## src/rtl/ts_pkg.sv

```systemverilog
// Shared constants and FSM state type for the serial MPEG-TS deframer.
package ts_pkg;
  localparam logic [7:0] TS_SYNC_BYTE = 8'h47;
  localparam int         TS_PKT_LEN   = 188;

  typedef enum logic [1:0] {
    HUNT,
    PKT,
    DROP
  } ts_rx_state_t;
endpackage

```

## src/rtl/ts_serial_deframer_if.sv

```systemverilog
// Serial TS input plus framed byte output and counters of the deframer.
interface ts_serial_deframer_if;
  logic        ts_start;
  logic        ts_valid;
  logic        ts_data;
  logic [7:0]  byte_data;
  logic        byte_valid;
  logic        byte_sop;
  logic        byte_eop;
  logic        pkt_abort;
  logic [15:0] pkt_cnt;
  logic [15:0] err_cnt;

  // master: the deframer, which sources the byte stream
  modport master (
    input  ts_start, ts_valid, ts_data,
    output byte_data, byte_valid, byte_sop, byte_eop, pkt_abort, pkt_cnt, err_cnt
  );

  modport slave (
    output ts_start, ts_valid, ts_data,
    input  byte_data, byte_valid, byte_sop, byte_eop, pkt_abort, pkt_cnt, err_cnt
  );
endinterface

```

## src/rtl/ts_serial_deframer.sv

```systemverilog
// Serial MPEG-TS to framed byte stream with packet/error counters.
// Optional sync-byte check on byte 0 enabled by defining TS_SYNC_CHECK_EN.
module ts_serial_deframer
  import ts_pkg::*;
#(
  parameter int PKT_LEN = TS_PKT_LEN
) (
  input  logic                  clk,
  input  logic                  reset_n,
  ts_serial_deframer_if.master  ts
);

  localparam logic [7:0] LAST_BYTE = 8'(PKT_LEN - 1);

  ts_rx_state_t r_state;
  ts_rx_state_t w_state_nxt;
  logic [6:0]   r_sh;
  logic [2:0]   r_bit_cnt;
  logic [7:0]   r_byte_cnt;
  logic [7:0]   w_byte_cnt_nxt;
  logic         r_start_q;
  logic [7:0]   r_byte_data;
  logic         r_byte_valid;
  logic         r_byte_sop;
  logic         r_byte_eop;
  logic         r_pkt_abort;
  logic [15:0]  r_pkt_cnt;
  logic [15:0]  r_err_cnt;

  logic         w_start_edge;
  logic         w_byte_done;
  logic [7:0]   w_byte;
  logic         w_sync_bad;
  logic         w_emit;
  logic         w_sop;
  logic         w_eop;
  logic         w_abort;
  logic         w_err_inc;
  logic         w_pkt_inc;

  // Only the 7 pending bits are stored; the completing bit joins combinationally.
  assign w_byte       = {r_sh, ts.ts_data};
  assign w_start_edge = ts.ts_valid & ts.ts_start & ~r_start_q;
  assign w_byte_done  = ts.ts_valid & ~w_start_edge & (r_bit_cnt == 3'd7);

`ifdef TS_SYNC_CHECK_EN
  assign w_sync_bad = (r_byte_cnt == '0) && (w_byte != TS_SYNC_BYTE);
`else
  assign w_sync_bad = 1'b0;
`endif

  always_comb begin
    w_state_nxt    = r_state;
    w_byte_cnt_nxt = r_byte_cnt;
    w_emit         = 1'b0;
    w_sop          = 1'b0;
    w_eop          = 1'b0;
    w_abort        = 1'b0;
    w_err_inc      = 1'b0;
    w_pkt_inc      = 1'b0;
    unique case (r_state)
      HUNT, DROP: begin
        if (w_start_edge) begin
          w_state_nxt    = PKT;
          w_byte_cnt_nxt = '0;
        end
      end
      PKT: begin
        if (w_start_edge) begin
          if (r_byte_cnt != '0 || r_bit_cnt != '0) begin
            w_abort   = 1'b1;
            w_err_inc = 1'b1;
          end
          w_byte_cnt_nxt = '0;
        end else if (w_byte_done) begin
          if (w_sync_bad) begin
            w_err_inc   = 1'b1;
            w_state_nxt = DROP;
          end else begin
            w_emit = 1'b1;
            w_sop  = (r_byte_cnt == '0);
            if (r_byte_cnt == LAST_BYTE) begin
              w_eop          = 1'b1;
              w_pkt_inc      = 1'b1;
              w_state_nxt    = HUNT;
              w_byte_cnt_nxt = '0;
            end else begin
              w_byte_cnt_nxt = r_byte_cnt + 8'd1;
            end
          end
        end
      end
      default: w_state_nxt = HUNT;
    endcase
  end

  always_ff @(posedge clk or negedge reset_n) begin
    if (!reset_n) begin
      r_state    <= HUNT;
      r_byte_cnt <= '0;
    end else begin
      r_state    <= w_state_nxt;
      r_byte_cnt <= w_byte_cnt_nxt;
    end
  end

  always_ff @(posedge clk or negedge reset_n) begin
    if (!reset_n) begin
      r_sh         <= '0;
      r_bit_cnt    <= '0;
      r_start_q    <= 1'b0;
      r_byte_data  <= '0;
      r_byte_valid <= 1'b0;
      r_byte_sop   <= 1'b0;
      r_byte_eop   <= 1'b0;
      r_pkt_abort  <= 1'b0;
      r_pkt_cnt    <= '0;
      r_err_cnt    <= '0;
    end else begin
      if (ts.ts_valid) begin
        r_start_q <= ts.ts_start;
        r_sh      <= w_byte[6:0];
        r_bit_cnt <= w_start_edge ? 3'd1 : r_bit_cnt + 3'd1;
      end
      r_byte_valid <= w_emit;
      r_byte_sop   <= w_sop;
      r_byte_eop   <= w_eop;
      r_pkt_abort  <= w_abort;
      if (w_emit) begin
        r_byte_data <= w_byte;
      end
      if (w_pkt_inc) begin
        r_pkt_cnt <= r_pkt_cnt + 16'd1;
      end
      if (w_err_inc && (r_err_cnt != '1)) begin
        r_err_cnt <= r_err_cnt + 16'd1;
      end
    end
  end

  assign ts.byte_data  = r_byte_data;
  assign ts.byte_valid = r_byte_valid;
  assign ts.byte_sop   = r_byte_sop;
  assign ts.byte_eop   = r_byte_eop;
  assign ts.pkt_abort  = r_pkt_abort;
  assign ts.pkt_cnt    = r_pkt_cnt;
  assign ts.err_cnt    = r_err_cnt;

endmodule
```

## src/flat_wrapper.sv

```systemverilog
// flat-port wrapper written by rule: the top's interface ports become plain ports
module ts_serial_deframer_flat import ts_pkg::*;
#(
  parameter int PKT_LEN = TS_PKT_LEN
)
  (clk, reset_n, ts_ts_start, ts_ts_valid, ts_ts_data, ts_byte_data, ts_byte_valid, ts_byte_sop, ts_byte_eop, ts_pkt_abort, ts_pkt_cnt, ts_err_cnt);
  ts_serial_deframer_if ts_i ();
  input  logic clk;
  input  logic reset_n;
  input wire logic [$bits(ts_i.ts_start)-1:0] ts_ts_start;
  input wire logic [$bits(ts_i.ts_valid)-1:0] ts_ts_valid;
  input wire logic [$bits(ts_i.ts_data)-1:0] ts_ts_data;
  output wire logic [$bits(ts_i.byte_data)-1:0] ts_byte_data;
  output wire logic [$bits(ts_i.byte_valid)-1:0] ts_byte_valid;
  output wire logic [$bits(ts_i.byte_sop)-1:0] ts_byte_sop;
  output wire logic [$bits(ts_i.byte_eop)-1:0] ts_byte_eop;
  output wire logic [$bits(ts_i.pkt_abort)-1:0] ts_pkt_abort;
  output wire logic [$bits(ts_i.pkt_cnt)-1:0] ts_pkt_cnt;
  output wire logic [$bits(ts_i.err_cnt)-1:0] ts_err_cnt;
  assign ts_i.ts_start = ts_ts_start;
  assign ts_i.ts_valid = ts_ts_valid;
  assign ts_i.ts_data = ts_ts_data;
  assign ts_byte_data = ts_i.byte_data;
  assign ts_byte_valid = ts_i.byte_valid;
  assign ts_byte_sop = ts_i.byte_sop;
  assign ts_byte_eop = ts_i.byte_eop;
  assign ts_pkt_abort = ts_i.pkt_abort;
  assign ts_pkt_cnt = ts_i.pkt_cnt;
  assign ts_err_cnt = ts_i.err_cnt;
  ts_serial_deframer #(.PKT_LEN(PKT_LEN)) u_core (.clk(clk), .reset_n(reset_n), .ts(ts_i));
endmodule
```

## config.mk

```make
export PLATFORM = sky130hd
export DESIGN_NAME = ts_serial_deframer_flat
export DESIGN_NICKNAME = d
export VERILOG_FILES = /design/src/rtl/ts_pkg.sv /design/src/rtl/ts_serial_deframer_if.sv /design/src/rtl/ts_serial_deframer.sv /design/src/flat_wrapper.sv
export SDC_FILE = /design/constraint.sdc
export NUM_CORES = 1
export LEC_CHECK = 0
export ABC_AREA = 1
export BUFFER_PORTS_ARGS = -buffer_cell sky130_fd_sc_hd__buf_4
export CORE_AREA = 2 2 84 102
export CTS_BUF_LIST = sky130_fd_sc_hd__clkbuf_2
export DETAILED_ROUTE_END_ITERATION = 8
export DIE_AREA = 0 0 86 104
export GPL_ROUTABILITY_DRIVEN = 0
export PLACE_DENSITY = 0.62
export RECOVER_POWER = 100
export SYNTH_ARGS = -nofsm -noshare
export SYNTH_HDL_FRONTEND = slang
export SYNTH_SLANG_ARGS = --single-unit
```

## constraint.sdc

```tcl
create_clock -name clk -period 1.7 [get_ports clk]
set_clock_uncertainty 0.1 [all_clocks]
set_input_delay 0.51 -clock clk [delete_from_list [all_inputs] [get_ports clk]]
set_output_delay 0.51 -clock clk [all_outputs]
set_load 0.005 [all_outputs]
```

==> qor.txt <==
run status -> finished with violations
failing checks -> setup timing
Pwr Total -> 4.09 mW
Wirelength per Cell -> 12.1 um
Die H -> 104 um
Mapped Cells -> 460
TritonCTS Buffers -> 9
total wire length -> 8190 um
WS Path Type -> flop to output port
routed vias/inst -> 4.87
Clock Latency Late Sink -> 0.49 ns
clk buf depth -> 2
Synth Flop Type -> dfrtp_1
startpoint types -> flop
initial antenna violation count -> 0
Async S/R FF share, synth -> 100%
Distinct cells, synth -> 27
Pwr Density -> 867 nW/um2
total global-route track usage -> 18.9%
CTS Sinks -> 64
Die ar. -> 8940 um2
H-tree Lvls -> 3
Top Ports -> 49
top cell type by total area after synthesis -> dfrtp_1
Avg Inst Size Synth -> 7.52 um2
min setup slack post-route -> -0.0387 ns
area share of the largest cell type after synthesis -> 46.3%
Leak -> 2.44 nW
Initial Util -> 43.4%
Worst Hold Depth -> 3
Slew headroom -> 53.6%
Gate power share -> 30.5%
Clk pwr share -> 22.2%
Final ANT Viol Nets -> 0
worst reg2reg startpoint -> u_core.r_bit_cnt[0]$_DFFE_PN0P_
YS warnings -> 0
Seq pwr share -> 47.3%
most frequent cell after synthesis -> nand2_1
Critical Path Source -> u_core.ts.err_cnt[0]$_DFFE_PN0P_
Synthesized Nets -> 473
worst hold start -> ts_ts_data
share of cells above drive strength 1 -> 28.9%
reg2reg path depth -> 7
P_sw -> 1.33 mW
Setup violations, final -> 3
# fillers -> 754
GRT overflow -> 0
internal cell power -> 2.76 mW
Final nets -> 590
RSZ-0062 raised after global routing -> true
sequential area share after synthesis -> 46.3%
DP HPWL -> 5460 um
max-capacitance violation count -> 0
Post-synth EDFFs -> 0
register bit count reported by yosys -> 64
# rows -> 36
post-placement setup slack -> -0.0300 ns
vias in the first global route -> 3,129
Max IR drop VDD -> 563 uV
period utilization -> 102%
max-slew violation count -> 0
total iterations of the first detailed-routing run -> 4
CP arrival -> 1.13 ns
first-pass GRT wire length -> 13,700 um
Least-Margin Pin Slew -> 0.695 ns
largest net degree at the start of global routing -> 30
DRC Markers -> 0
crit end category -> output port
Peak Freq -> 575 MHz
Synth top cells by count -> nand2_1 (189), dfrtp_1 (64), inv_1 (47), nor2_1 (44), o21ai_0 (31)
switching portion of total power -> 32.5%
number of port buffers -> 48
CP required -> 1.09 ns
worst hold path class -> input port to flop
r2r setup slk -> -0.02 ns
worst-path fanout max -> 2
Clock Pin Slew Worst Setup and Hold Paths -> 0.18 ns
minimum clock period -> 1.74 ns
Synth Cell Area -> 3460 um2
Starting DRT DRC Count -> 112
Root Buffer -> clkbuf_2
die width -> 86 um
diode count -> 0
Final Hold Viols -> 0
via count -> 3,300
clock tree from TritonCTS -> yes
Layout area overhead -> 36.5%
main area contributors after synthesis -> dfrtp_1 (46%), nand2_1 (21%), inv_1 (5.1%)
Core ar. -> 7970 um2
metrics by stage:
step | instances | cell area, um2 | hold WS (ns) | TNS (ns) | util [%]
global placement | 616 | 4060 | 0.358 | 0 | 51.0
CTS | 665 | 4560 | 0.0754 | -0.371 | 57.2
global route | 677 | 4720 | 0.0797 | -5.97 | 59.2
detailed placement | 616 | 4060 | 0.361 | -0.221 | 51.0
finish | 677 | 4720 | 0.124 | -0.0917 | 59.2
floorplan | 460 | 3460 | 0.114 | 0 | -
registers in the layout, indices dropped and copies added, names as in the netlist:
| signal | cells |
|---|---|
| u_core.ts.pkt_cnt | 16 |
| u_core.ts.byte_valid | 1 |
| u_core.r_bit_cnt | 3 |
| u_core.r_state | 1 |
| u_core.ts.byte_eop | 1 |
| u_core.r_start_q | 1 |
| u_core.ts.err_cnt | 16 |
| u_core.r_byte_cnt | 8 |
| u_core.ts.byte_data | 8 |
| u_core.r_sh | 7 |
| u_core.ts.byte_sop | 1 |
| u_core.ts.pkt_abort | 1 |
layout make-up:
| class | count | area (um2) | share of cell area (%) |
|---|---|---|---|
| tap | 95 | 119 | 2.52 |
| clock inverter | 6 | 60.1 | 1.27 |
| sequential | 64 | 1610 | 34.2 |
| inverter | 50 | 193 | 4.08 |
| timing repair buffer | 113 | 1030 | 21.7 |
| multi-input combinational | 339 | 1660 | 35.2 |
| clock buffer | 10 | 50.0 | 1.06 |
power by group through the flow:
stage,clock network (mW),registers [mW],logic [mW]
2_1_floorplan,0,1.94,0.500
3_3_place_gp,0,1.95,0.908
3_5_place_dp,0,1.96,0.934
4_1_cts,0.930,1.92,1.13
5_1_grt,1.01,1.96,1.39
6_report,0.909,1.93,1.25
final timing paths:
path	end
hold / removal	u_core.ts.byte_data[0]$_DFFE_PN0P_
hold reg to reg	u_core.r_sh[6]$_DFFE_PN0P_
max in group asynchronous	u_core.ts.err_cnt[7]$_DFFE_PN0P_
setup / recovery	ts_err_cnt[0]
min in group asynchronous	u_core.r_byte_cnt[7]$_DFFE_PN0P_
setup reg to reg	u_core.ts.byte_data[5]$_DFFE_PN0P_
cells by family (layout without fill, tap and decap cells):
logic type | Yosys count | in the layout | share of synthesized area [%]
and+or+nand+nor | 282 | 282 | 35.1
DFF | 64 | 64 | 46.3
buffers and inverters | 57 | 179 | 6.87
AOI/OAI and AO/OA | 37 | 37 | 5.79
xor gates and xnor gates | 12 | 12 | 3.04
adders and majority gates | 8 | 8 | 2.89
worst max-delay path, stage by stage, from the launching register on:
cell	delay, ns
dfrtp_1	0.43
buf_6	0.13
buf_6	0.10
repair_timing:
item	4_1_cts	5_1_grt
hold buffers	1	0
hold endpoints to repair	27	0
endpoints found under the setup margin	59	80
resized for setup	39	40
pin swaps	1	5
setup buffers	38	13
routing by layer:
metal / share of wire, % / track usage [%] / routed length (um)
met3: 3.2 / 3.25 / 266
met5: 0 / 0 / 0
met2: 51 / 31.8 / 4200
met4: 1.7 / 7.71 / 139
met1: 44 / 23.7 / 3580
cells in the final DEF, fill, tap and decap left out, types with 2 or more instances in the layout:
master	instances
clkinvlp_4	3
buf_4	62
dfrtp_1	55
nand3b_1	6
xnor2_1	6
nand2_2	4
xor2_1	6
nor2_1	39
inv_4	2
nor2_2	7
ha_1	5
a21oi_1	2
inv_1	45
clkinv_1	2
inv_2	3
buf_6	42
o21ai_1	3
nand3_1	15
nor2_4	5
clkbuf_2	13
clkbuf_4	3
buf_12	2
nand2_1	187
nor3_1	2
nand3_2	5
o21ai_0	30
nand4_1	9
ha_2	3
nand2_4	2
dfrtp_2	9
(Power assumes the default switching activity.)
